$ cat src/rtl/lc3_mem_ctrl_if.sv
`default_nettype none
// ============================================================================
// Module      : lc3_mem_ctrl_if
// Description : Signal bundle for the LC-3 memory-access stage. Covers the
//               datapath side (bus, loads, R), the external memory handshake
//               and the keyboard/display device pins.
// Revision    : 1.0 - initial release
// ============================================================================
interface lc3_mem_ctrl_if;
    // Datapath side
    logic [15:0] bus_in;
    logic        ld_mar;
    logic        ld_mdr;
    logic        mio_en;
    logic        r_w;
    logic        ready;
    logic [15:0] mar_out;
    logic [15:0] mdr_out;
    // Memory side
    logic        mem_req;
    logic        mem_we;
    logic [15:0] mem_addr;
    logic [15:0] mem_wdata;
    logic [15:0] mem_rdata;
    logic        mem_ack;
    // Devices
    logic        kbd_valid;
    logic [7:0]  kbd_data;
    logic        disp_write;
    logic [7:0]  disp_data;
    logic        disp_done;

    // The memory-access stage itself
    modport slave (
        input  bus_in, ld_mar, ld_mdr, mio_en, r_w,
        output ready, mar_out, mdr_out,
        output mem_req, mem_we, mem_addr, mem_wdata,
        input  mem_rdata, mem_ack,
        input  kbd_valid, kbd_data, disp_done,
        output disp_write, disp_data
    );

    // Everything around it: control unit, memory, keyboard, display
    modport master (
        output bus_in, ld_mar, ld_mdr, mio_en, r_w,
        input  ready, mar_out, mdr_out,
        input  mem_req, mem_we, mem_addr, mem_wdata,
        output mem_rdata, mem_ack,
        output kbd_valid, kbd_data, disp_done,
        input  disp_write, disp_data
    );
endinterface
`default_nettype wire

$ cat src/rtl/lc3_mem_ctrl.sv
`default_nettype none
// ============================================================================
// Module      : lc3_mem_ctrl
// Description : LC-3 memory-access stage. Holds MAR/MDR, runs the multi-cycle
//               memory handshake, produces the ready (R) signal and implements
//               the KBSR/KBDR/DSR/DDR memory-mapped device registers.
// Revision    : 1.0 - initial release
// ============================================================================
module lc3_mem_ctrl #(
    parameter logic [15:0] KBSR_ADDR = 16'hFE00,
    parameter logic [15:0] KBDR_ADDR = 16'hFE02,
    parameter logic [15:0] DSR_ADDR  = 16'hFE04,
    parameter logic [15:0] DDR_ADDR  = 16'hFE06
) (
    input  wire logic         clk,
    input  wire logic         rst,
    lc3_mem_ctrl_if.slave     ctrl_if
);

    typedef enum logic [1:0] {
        ST_IDLE = 2'd0,
        ST_MEM  = 2'd1,
        ST_DONE = 2'd2
    } state_t;

    state_t      state_q;
    logic [15:0] mar_q;
    logic [15:0] mdr_q;
    logic        ready_q;
    logic        mem_req_q;
    logic        mem_we_q;
    logic [15:0] mem_addr_q;
    logic [15:0] mem_wdata_q;
    logic        disp_write_q;
    logic [7:0]  disp_data_q;
    logic        kbsr_q;      // KBSR[15]: key available
    logic [7:0]  kbdr_q;
    logic        dsr_q;       // DSR[15]: display ready

    logic        w_is_dev;

    // Full 16-bit compare: only the four exact device addresses stay local
    assign w_is_dev = (mar_q == KBSR_ADDR) || (mar_q == KBDR_ADDR) ||
                      (mar_q == DSR_ADDR)  || (mar_q == DDR_ADDR);

    // Access FSM, register loads and device registers. Statement order matters:
    // disp_done is applied before the FSM so a same-cycle DDR write overrides
    // it, and kbd_valid after the FSM so a new key overrides a KBDR-read clear.
    always_ff @(posedge clk or posedge rst) begin
        if (rst) begin
            state_q      <= ST_IDLE;
            mar_q        <= 16'h0000;
            mdr_q        <= 16'h0000;
            ready_q      <= 1'b0;
            mem_req_q    <= 1'b0;
            mem_we_q     <= 1'b0;
            mem_addr_q   <= 16'h0000;
            mem_wdata_q  <= 16'h0000;
            disp_write_q <= 1'b0;
            disp_data_q  <= 8'h00;
            kbsr_q       <= 1'b0;
            kbdr_q       <= 8'h00;
            dsr_q        <= 1'b1;
        end else begin
            disp_write_q <= 1'b0;

            if (ctrl_if.disp_done) begin
                dsr_q <= 1'b1;
            end

            case (state_q)
                ST_IDLE: begin
                    if (ctrl_if.ld_mar) begin
                        mar_q <= ctrl_if.bus_in;
                    end
                    if (ctrl_if.mio_en) begin
                        if (w_is_dev) begin
                            state_q <= ST_DONE;
                            ready_q <= 1'b1;
                            if (!ctrl_if.r_w) begin
                                if (mar_q == KBSR_ADDR) begin
                                    mdr_q <= {kbsr_q, 15'b0};
                                end else if (mar_q == KBDR_ADDR) begin
                                    mdr_q  <= {8'h00, kbdr_q};
                                    kbsr_q <= 1'b0;
                                end else if (mar_q == DSR_ADDR) begin
                                    mdr_q <= {dsr_q, 15'b0};
                                end else begin
                                    mdr_q <= 16'h0000;
                                end
                            end else if (mar_q == DDR_ADDR) begin
                                disp_data_q  <= mdr_q[7:0];
                                disp_write_q <= 1'b1;
                                dsr_q        <= 1'b0;
                            end
                        end else begin
                            state_q     <= ST_MEM;
                            mem_req_q   <= 1'b1;
                            mem_addr_q  <= mar_q;
                            mem_we_q    <= ctrl_if.r_w;
                            mem_wdata_q <= mdr_q;
                        end
                    end else if (ctrl_if.ld_mdr) begin
                        mdr_q <= ctrl_if.bus_in;
                    end
                end

                ST_MEM: begin
                    if (ctrl_if.mem_ack) begin
                        mem_req_q <= 1'b0;
                        state_q   <= ST_DONE;
                        ready_q   <= 1'b1;
                        if (!mem_we_q) begin
                            mdr_q <= ctrl_if.mem_rdata;
                        end
                    end
                end

                ST_DONE: begin
                    if (!ctrl_if.mio_en) begin
                        state_q <= ST_IDLE;
                        ready_q <= 1'b0;
                    end
                end

                default: begin
                    state_q   <= ST_IDLE;
                    ready_q   <= 1'b0;
                    mem_req_q <= 1'b0;
                end
            endcase

            if (ctrl_if.kbd_valid) begin
                kbdr_q <= ctrl_if.kbd_data;
                kbsr_q <= 1'b1;
            end
        end
    end

    assign ctrl_if.ready      = ready_q;
    assign ctrl_if.mar_out    = mar_q;
    assign ctrl_if.mdr_out    = mdr_q;
    assign ctrl_if.mem_req    = mem_req_q;
    assign ctrl_if.mem_we     = mem_we_q;
    assign ctrl_if.mem_addr   = mem_addr_q;
    assign ctrl_if.mem_wdata  = mem_wdata_q;
    assign ctrl_if.disp_write = disp_write_q;
    assign ctrl_if.disp_data  = disp_data_q;

endmodule
`default_nettype wire

$ cat src/flat_wrapper.sv
// flat-port wrapper written by rule: the top's interface ports become plain ports
module lc3_mem_ctrl_flat 
#(
    parameter logic [15:0] KBSR_ADDR = 16'hFE00,
    parameter logic [15:0] KBDR_ADDR = 16'hFE02,
    parameter logic [15:0] DSR_ADDR  = 16'hFE04,
    parameter logic [15:0] DDR_ADDR  = 16'hFE06
)
  (clk, rst, ctrl_if_bus_in, ctrl_if_ld_mar, ctrl_if_ld_mdr, ctrl_if_mio_en, ctrl_if_r_w, ctrl_if_ready, ctrl_if_mar_out, ctrl_if_mdr_out, ctrl_if_mem_req, ctrl_if_mem_we, ctrl_if_mem_addr, ctrl_if_mem_wdata, ctrl_if_mem_rdata, ctrl_if_mem_ack, ctrl_if_kbd_valid, ctrl_if_kbd_data, ctrl_if_disp_done, ctrl_if_disp_write, ctrl_if_disp_data);
  lc3_mem_ctrl_if ctrl_if_i ();
  input  wire logic clk;
  input  wire logic rst;
  input wire logic [$bits(ctrl_if_i.bus_in)-1:0] ctrl_if_bus_in;
  input wire logic [$bits(ctrl_if_i.ld_mar)-1:0] ctrl_if_ld_mar;
  input wire logic [$bits(ctrl_if_i.ld_mdr)-1:0] ctrl_if_ld_mdr;
  input wire logic [$bits(ctrl_if_i.mio_en)-1:0] ctrl_if_mio_en;
  input wire logic [$bits(ctrl_if_i.r_w)-1:0] ctrl_if_r_w;
  output wire logic [$bits(ctrl_if_i.ready)-1:0] ctrl_if_ready;
  output wire logic [$bits(ctrl_if_i.mar_out)-1:0] ctrl_if_mar_out;
  output wire logic [$bits(ctrl_if_i.mdr_out)-1:0] ctrl_if_mdr_out;
  output wire logic [$bits(ctrl_if_i.mem_req)-1:0] ctrl_if_mem_req;
  output wire logic [$bits(ctrl_if_i.mem_we)-1:0] ctrl_if_mem_we;
  output wire logic [$bits(ctrl_if_i.mem_addr)-1:0] ctrl_if_mem_addr;
  output wire logic [$bits(ctrl_if_i.mem_wdata)-1:0] ctrl_if_mem_wdata;
  input wire logic [$bits(ctrl_if_i.mem_rdata)-1:0] ctrl_if_mem_rdata;
  input wire logic [$bits(ctrl_if_i.mem_ack)-1:0] ctrl_if_mem_ack;
  input wire logic [$bits(ctrl_if_i.kbd_valid)-1:0] ctrl_if_kbd_valid;
  input wire logic [$bits(ctrl_if_i.kbd_data)-1:0] ctrl_if_kbd_data;
  input wire logic [$bits(ctrl_if_i.disp_done)-1:0] ctrl_if_disp_done;
  output wire logic [$bits(ctrl_if_i.disp_write)-1:0] ctrl_if_disp_write;
  output wire logic [$bits(ctrl_if_i.disp_data)-1:0] ctrl_if_disp_data;
  assign ctrl_if_i.bus_in = ctrl_if_bus_in;
  assign ctrl_if_i.ld_mar = ctrl_if_ld_mar;
  assign ctrl_if_i.ld_mdr = ctrl_if_ld_mdr;
  assign ctrl_if_i.mio_en = ctrl_if_mio_en;
  assign ctrl_if_i.r_w = ctrl_if_r_w;
  assign ctrl_if_ready = ctrl_if_i.ready;
  assign ctrl_if_mar_out = ctrl_if_i.mar_out;
  assign ctrl_if_mdr_out = ctrl_if_i.mdr_out;
  assign ctrl_if_mem_req = ctrl_if_i.mem_req;
  assign ctrl_if_mem_we = ctrl_if_i.mem_we;
  assign ctrl_if_mem_addr = ctrl_if_i.mem_addr;
  assign ctrl_if_mem_wdata = ctrl_if_i.mem_wdata;
  assign ctrl_if_i.mem_rdata = ctrl_if_mem_rdata;
  assign ctrl_if_i.mem_ack = ctrl_if_mem_ack;
  assign ctrl_if_i.kbd_valid = ctrl_if_kbd_valid;
  assign ctrl_if_i.kbd_data = ctrl_if_kbd_data;
  assign ctrl_if_i.disp_done = ctrl_if_disp_done;
  assign ctrl_if_disp_write = ctrl_if_i.disp_write;
  assign ctrl_if_disp_data = ctrl_if_i.disp_data;
  lc3_mem_ctrl #(.KBSR_ADDR(KBSR_ADDR), .KBDR_ADDR(KBDR_ADDR), .DSR_ADDR(DSR_ADDR), .DDR_ADDR(DDR_ADDR)) u_core (.clk(clk), .rst(rst), .ctrl_if(ctrl_if_i));
endmodule
$ cat config.mk
export PLATFORM = sky130hd
export DESIGN_NAME = lc3_mem_ctrl_flat
export DESIGN_NICKNAME = d
export VERILOG_FILES = /design/src/rtl/lc3_mem_ctrl_if.sv /design/src/rtl/lc3_mem_ctrl.sv /design/src/flat_wrapper.sv
export SDC_FILE = /design/constraint.sdc
export NUM_CORES = 1
export LEC_CHECK = 0
export ABC_AREA = 0
export CELL_PAD_IN_SITES_DETAIL_PLACEMENT = 0
export CELL_PAD_IN_SITES_GLOBAL_PLACEMENT = 1
export CORE_UTILIZATION = 41
export CTS_BUF_LIST = sky130_fd_sc_hd__clkbuf_8
export CTS_CLUSTER_SIZE = 40
export DETAILED_ROUTE_END_ITERATION = 12
export HOLD_SLACK_MARGIN = 0.03
export PLACE_DENSITY_LB_ADDON = 0.1
export SLEW_MARGIN = 20
export SYNTH_ARGS = -nofsm -noshare
export SYNTH_HDL_FRONTEND = slang
export SYNTH_SLANG_ARGS = --single-unit
$ cat constraint.sdc
create_clock -name clk -period 6.15 [get_ports clk]
set_input_delay 0.9225 -clock clk [delete_from_list [all_inputs] [get_ports clk]]
set_output_delay 0.9225 -clock clk [all_outputs]
set_load 0.1 [all_outputs]
After elaboration in Yosys (flattened, before gate mapping)
Index checks and enable logic that the tools add are counted.
Cells by class
  equality and inequality tests: 17
  muxes and demuxes: 42
  bitwise logic cells: 2
  reductions and logical operators: 17
Operators with widths (number)
  $mux W16: 9
  $eq A16 B16 Y1 const B: 4
  $pmux W16 S2: 1
  $mux W1: 25
  $ne A2 B2 Y1 const B: 6
  $reduce_and A6 Y1: 2
  $reduce_bool A2 Y1: 5
  $mux W2: 4
  $reduce_and A4 Y1: 2
  $ne A3 B3 Y1 const B: 2
  $pmux W1 S3: 2
  $pmux W2 S3: 1
  $reduce_and A3 Y1: 2
  $reduce_and A5 Y1: 1
  $ne A2 B1 Y1 const B: 2
  $logic_or A1 B1 Y1: 3
  $ne A3 B2 Y1 const B: 1
  $eq A2 B1 Y1 const B: 1
  $eq A2 B2 Y1 const B: 1
  $logic_not A2 Y1: 1
  $not A1 Y1: 2
  $reduce_and A2 Y1: 1
Storage, ports and cells
  flip-flop bits (word level): 88
  input port bits: 49

Longest topological paths before layout
Gate-level depths: netlist (run 1).
  depth in word-level cells: 8
  depth in mapped cells: 7
  mapped depth without buffers: 4

Worst setup path before layout (run 1)
Ideal clock, no wire load.
  path kind: register to register
  start: reg u_core.mar_q[9] (netlist: u_core.ctrl_if.mar_out[9])
  end: reg u_core.mdr_q[0] (netlist: u_core.ctrl_if.mdr_out[0])
  library setup time: 0.126 ns
  data arrival time: 2.533 ns
  slack: 3.491 ns
  stages on the path, launching flop included: 7
  clock period less this slack: 2.659 ns
  cell sequence: dfrtp_1 and4b_1 buf_2 nand4_4 a221oi_4 buf_12 mux2_4
Between the ends
  word-level cells in the longest chain between the ends: 7
  elaborated cells between the ends (all ways): 15
  those cells by class: 5 x eq/ne; 6 x mux; 4 x reduce/logical
RTL lines
  start: declaration: RTL line lc3_mem_ctrl.sv:27  | logic [15:0] mar_q;
  start signal: assignment: RTL line lc3_mem_ctrl.sv:74  | mar_q <= ctrl_if.bus_in;
  $eq A16 B16 Y1: RTL line lc3_mem_ctrl.sv:43, lc3_mem_ctrl.sv:83
  $mux W16: RTL line lc3_mem_ctrl.sv:83  | end else if (mar_q == KBDR_ADDR) begin
  $mux W16: RTL line lc3_mem_ctrl.sv:81  | if (mar_q == KBSR_ADDR) begin
  $mux W16: RTL line lc3_mem_ctrl.sv:80  | if (!ctrl_if.r_w) begin
  $mux W16: RTL line lc3_mem_ctrl.sv:77  | if (w_is_dev) begin
  $mux W16: RTL line lc3_mem_ctrl.sv:76  | if (ctrl_if.mio_en) begin
  $pmux W16 S2: RTL line lc3_mem_ctrl.sv:71  | case (state_q)
  end signal: assignment: RTL line lc3_mem_ctrl.sv:82  | mdr_q <= {kbsr_q, 15'b0};
  end signal: assignment: RTL line lc3_mem_ctrl.sv:84  | mdr_q <= {8'h00, kbdr_q};
  end signal: assignment: RTL line lc3_mem_ctrl.sv:87  | mdr_q <= {dsr_q, 15'b0};
  end: declaration: RTL line lc3_mem_ctrl.sv:28  | logic [15:0] mdr_q;
Several ways; a longest one is shown, not always the timed one. The select of a mux whose other input is x is not followed.
A chain may end at the register's enable or synchronous reset.

Worst setup path in the final report (run 1)
  start: in ctrl_if_mio_en
  end: reg u_core.mem_addr_q[2] (netlist: u_core.ctrl_if.mem_addr[2])
Between the ends
  word-level cells in the longest chain between the ends: 1
RTL lines
  start: declaration: RTL line flat_wrapper.sv:16  | input wire logic [$bits(ctrl_if_i.mio_en)-1:0] ctrl_if_mio_en;
  $reduce_and A3 Y1 (no line)
  end signal: assignment: RTL line lc3_mem_ctrl.sv:99  | mem_addr_q <= mar_q;
  end: declaration: RTL line lc3_mem_ctrl.sv:32  | logic [15:0] mem_addr_q;
No other way between the ends.

==> results of run 1 <==
-- metrics by stage --
stage | instance area (µm²) | util | cells | hold WS, ns | setup slack [ns]
after floorplan | 3880 | - | 281 | 0.4458 | 2.951
after global placement | 5191 | 0.5645 | 502 | 0.4618 | 2.388
after detailed placement | 5191 | 0.5645 | 502 | 0.4711 | 2.372
after CTS | 5415 | 0.5888 | 518 | 0.4971 | 2.742
after global routing | 5418 | 0.5891 | 518 | 0.5188 | 2.522
final | 5418 | 0.5891 | 518 | 0.5000 | 2.754
-- cells in the final DEF (no fill, tap or decap), types with 3 or more instances in the layout --
| cell type | instances |
|---|---|
| nand3_1 | 8 |
| clkbuf_8 | 9 |
| mux2_4 | 9 |
| nand4_1 | 10 |
| clkdlybuf4s50_1 | 124 |
| inv_6 | 3 |
| o21ai_0 | 9 |
| dfrtp_1 | 87 |
| nor2b_1 | 13 |
| nand2b_1 | 3 |
| nand2_1 | 14 |
| mux2_2 | 72 |
| mux2i_1 | 10 |
| inv_1 | 4 |
-- final timing paths --
kind,cells after the start,startpoint,to
min,1,u_core.kbsr_q$_DFFE_PP0P_,u_core.kbsr_q$_DFFE_PP0P_
min in group asynchronous,2,rst,u_core.ctrl_if.mem_wdata[5]$_DFFE_PP0P_
max reg2reg,4,u_core.ctrl_if.mar_out[7]$_DFFE_PP0P_,u_core.ctrl_if.mdr_out[3]$_DFFE_PP0P_
max,5,ctrl_if_mio_en,u_core.ctrl_if.mem_addr[2]$_DFFE_PP0P_
min reg2reg,1,u_core.kbsr_q$_DFFE_PP0P_,u_core.kbsr_q$_DFFE_PP0P_
max in group asynchronous,3,rst,u_core.kbsr_q$_DFFE_PP0P_
-- layout make-up --
cell class / count / share of cell area
Inverter: 5 / 0.003926
Timing Repair Buffer: 126 / 0.2319
Clock buffer: 9 / 0.02286
Multi-Input combinational cell: 172 / 0.2905
Sequential cell: 88 / 0.4067
Clock inverter: 7 / 0.01848
Tap cell: 111 / 0.02564
-- cells by family (layout without fill, tap and decap cells) --
| logic type | Yosys count | after routing | synth area share |
|---|---|---|---|
| DFF | 88 | 88 | 0.5679 |
| muxes | 91 | 91 | 0.2696 |
| and+or+nand+nor | 60 | 60 | 0.09578 |
| AOI/OAI and AO/OA | 21 | 21 | 0.03902 |
| buffers and inverters | 21 | 147 | 0.02773 |
-- worst reg2reg max path: cells and delay by family, from the launching register on --
kind	cells	cell delay, ns
compound gates	1	0.94
flops	1	0.42
mux	1	0.43
simple gates	2	0.74
-- per-layer routing --
layer,up-vias,track usage,routed length (µm)
li1,1250,-,-
met1,1316,0.2783,4296
met2,80,0.2917,3922
met3,12,0.04076,441
met4,0,0.06222,130
met5,-,0,0
-- sequential cells by signal (all words and copies together), names as in the netlist --
signal	cells
u_core.ctrl_if.disp_data	8
u_core.ctrl_if.disp_write	1
u_core.ctrl_if.mar_out	16
u_core.ctrl_if.mdr_out	16
u_core.ctrl_if.mem_addr	16
u_core.ctrl_if.mem_req	1
u_core.ctrl_if.mem_wdata	16
u_core.ctrl_if.mem_we	1
u_core.ctrl_if.ready	1
u_core.dsr_q	1
u_core.kbdr_q	8
u_core.kbsr_q	1
u_core.state_q	2
==> results.toml, run 1 <==
[clock_network]
post_cts_buffers = 0
cts_sinks = 88
cts_tree = "done"
cts_made_buffers = 9
cts_hold_buffers = 0
root_buffer = "clkbuf_8"
cts.repair.resized = 0
clockBufferDepth = 2
clk_pin_slew_ns = 0.09
htreeDepth = 3
clk_latency_ns = 0.35

[sta]
finClkSkew_ns = 0.01086
tns_ns = 0
slew_violations = 0
fmax_mhz = 294.5
period_minus_slack_ns = 3.396
setup_violations = 0
tightest_slew_ns = 1.064
rsz0062_at_grt = "no"
timing.final.crit_share = 0.5522
hold_viol_final = 0
relSlewSlack = 0.2907

[yosys]
ys.flop_type = "dfrtp_1"
synthTopCellsByCount = "dfrtp_1, mux2_2, nand2_1"
synth.largest_area_cell = "dfrtp_1"
synth_seq_cells = 88
avgSynthCellArea_um2 = 13.81
async_flop_share = 1.000
synth_most_common_cell = "dfrtp_1"
yosys_warnings = 0
syn_inst = 281
synth_area_leaders = "dfrtp_1, mux2_2, mux2_4"
synth_nets = 330
syn_area_um2 = 3880
synth_edf_count = 0
synth.distinct_cells = 35
synth_top_area_share = 0.5611
yosysSeqAreaShare = 0.5679

[placement]
gp_congestion = 0.7567
place_hpwl_mm = 6.377
io_buffer_count = 124

[detailed_routing]
avgViaCountPerCell = 5.131
via_count = 2658
drtIter0Drc = 58
ant_nets = 0
wl_mm = 8.791
route.detailed.drc = 0
dr.pass1.iters = 4
wire_per_inst_um = 16.97

[global_route]
grt_max_degree = 48
grt_usage = 0.1929
antenna_found_initial = 0
grt_pass1_vias = 2737
overflow = 0
grt_pass1_wl_mm = 14.64

[worst_setup_path]
r2r_setup_slack_ns = 3.52
crit_chain = "clkdlybuf4s50_1, nor2b_1, nand2b_1, nand2b_2, mux2_2"
crit_fanout = 34
slowest_stage = "clkdlybuf4s50_1"
required_ns = 6.39
crit_buf_inv = 1
cp_data_arrival_time_ns = 3.63
worst_setup_path_start_kind = "input pin"
critical-path-top-delay-family = "simple AND/OR/NAND/NOR gates"
crit_type = "in2reg"
end_kind = "register"
slowest_delay_ns = 0.96

[cells_and_area]
layout-drive-gt1-share = 0.2654
nFillCells = 780
insertedDiodeCount = 0
nets = 451
syn_to_final_growth_pct = 39.63
multiInputGateArea_um2 = 1574
seq_area_um2 = 2203

[floorplanning]
die_area_um2 = 9857
fp-row-count = 35
start_util = 0.4219
die_h_um = 99.28
die_w_um = 99.28
ioPinCount = 125
coreArea_um2 = 9196

[status]
outcome = "finished, final reports clean"

[min_path]
min_path_type = "reg2reg"

[flow_run]
maxCapViolations = 0
Power of run 1 is not shown: default switching activity piles up to over one toggle a cycle in this logic, so the estimate is an artifact.
==> run 2: changes to the inputs <==
CORE_UTILIZATION = 38   (was 41)
clock period = 3.48 ns   (was 6.15 ns; I/O delays follow)
==> run 2 against run 1 <==
  * Wire length is 3.1% higher
  * Sequential share of layout area decreased by 0.20 points
  * Register-to-register slack worse by 2.5 ns
  * Final area rose by 0.48%
  * Non-clock buffer count rose by 2
  * Global-route usage is 1.2 points lower
  * Worst setup slack got worse by 1.8 ns
  * Hold slack worse by 0.012 ns
  * Cell count rose by 4.6%
  * Highest routed layer unchanged
==> results.toml, run 2 (synthesized netlist as in run 1, its figures left out) <==
[clock_network]
post_cts_buffers = 0
cts_hold_buffers = 0
clk_pin_slew_ns = 0.08
root_buffer = "clkbuf_8"
cts_tree = "done"
cts_sinks = 88
clk_latency_ns = 0.35
htreeDepth = 3
cts.repair.resized = 0
cts_made_buffers = 9
clockBufferDepth = 2

[sta]
finClkSkew_ns = 0.01053
relSlewSlack = 0.3368
tightest_slew_ns = 0.9917
setup_violations = 0
slew_violations = 0
period_minus_slack_ns = 2.514
hold_viol_final = 0
fmax_mhz = 397.8
tns_ns = 0
timing.final.crit_share = 0.7223
rsz0062_at_grt = "no"

[detailed_routing]
via_count = 2648
route.detailed.drc = 0
drtIter0Drc = 64
avgViaCountPerCell = 4.886
wl_mm = 9.060
wire_per_inst_um = 16.72
dr.pass1.iters = 4
ant_nets = 0

[global_route]
grt_pass1_wl_mm = 14.29
antenna_found_initial = 0
overflow = 0
grt_usage = 0.1808
grt_pass1_vias = 2710
grt_max_degree = 60

[floorplanning]
fp-row-count = 36
coreArea_um2 = 9819
start_util = 0.3951
ioPinCount = 125
die_w_um = 103.0
die_h_um = 103.0
die_area_um2 = 10620

[cells_and_area]
insertedDiodeCount = 0
nFillCells = 913
layout_common_cells = "clkdlybuf4s50_1, dfrtp_1, mux2_2"
syn_to_final_growth_pct = 40.31
final_common_cell = "clkdlybuf4s50_1"
layout-drive-gt1-share = 0.2665
nets = 453

[worst_setup_path]
slowest_delay_ns = 1.18
worst_setup_path_start_kind = "register"
crit_type = "reg2out"
cp_data_arrival_time_ns = 1.99
required_ns = 2.96
crit_fanout = 6
end_kind = "output port"
critical-path-top-delay-family = "buffers and inverters"
crit_chain = "clkdlybuf4s50_1"
crit_buf_inv = 1
slowest_stage = "clkdlybuf4s50_1"

[min_path]
min_path_type = "reg2reg"

[placement]
io_buffer_count = 124
place_hpwl_mm = 6.611
gp_congestion = 0.7641

[status]
outcome = "finished, final reports clean"

[flow_run]
maxCapViolations = 0
## run 2: changes by cell type in the layout (fill, tap and decap cells not counted), sizes merged
cell      previous run  this run
buf                  2         4
bufinv               2         1
clkinv               2         1
clkinvlp             0         2
## run 2: path summary, 6_finish.rpt
kind,from,end,slack (ns),cells past startpoint
max,u_core.ctrl_if.mar_out[2]$_DFFE_PP0P_,ctrl_if_mar_out[2],0.97,1
max reg2reg,u_core.ctrl_if.mar_out[7]$_DFFE_PP0P_,u_core.ctrl_if.mem_addr[14]$_DFFE_PP0P_,1.02,4
min reg2reg,u_core.kbsr_q$_DFFE_PP0P_,u_core.kbsr_q$_DFFE_PP0P_,0.49,1
min,u_core.kbsr_q$_DFFE_PP0P_,u_core.kbsr_q$_DFFE_PP0P_,0.49,1
max in group asynchronous,rst,u_core.dsr_q$_DFF_PP1_,2.10,3
min in group asynchronous,rst,u_core.ctrl_if.mem_wdata[5]$_DFFE_PP0P_,0.66,2
## run 2: per-layer routing
metal,up-vias,global-route usage,routed length (µm)
met2,88,0.2805,4194
met5,-,0,0
met4,0,0.04334,75
met1,1300,0.2504,4234
met3,7,0.05153,556
li1,1253,-,-
## run 2: metrics by stage
step           setup slack [ns]  utilization  instance area (µm²)  hold WS, ns  instances
2_1_floorplan            0.6811            -                 3880       0.4458        281
3_3_place_gp             0.7626       0.5343                 5246       0.4553        526
3_5_place_dp             0.7067       0.5343                 5246       0.4709        526
4_1_cts                  0.9303       0.5542                 5441       0.4908        542
5_1_grt                  0.8633       0.5544                 5444       0.5083        542
6_report                 0.9663       0.5544                 5444       0.4876        542
## run 2: area by class of cell
class,count,area [µm²],share of cell area
Clock buffer,9,123.9,0.02275
Multi-Input combinational cell,172,1574,0.2891
Clock inverter,7,71.32,0.01310
Timing Repair Buffer,128,1284,0.2358
Sequential cell,88,2203,0.4047
Tap cell,133,166.4,0.03057
Inverter,5,21.27,0.003907
Power of run 2 is left out for the same reason.
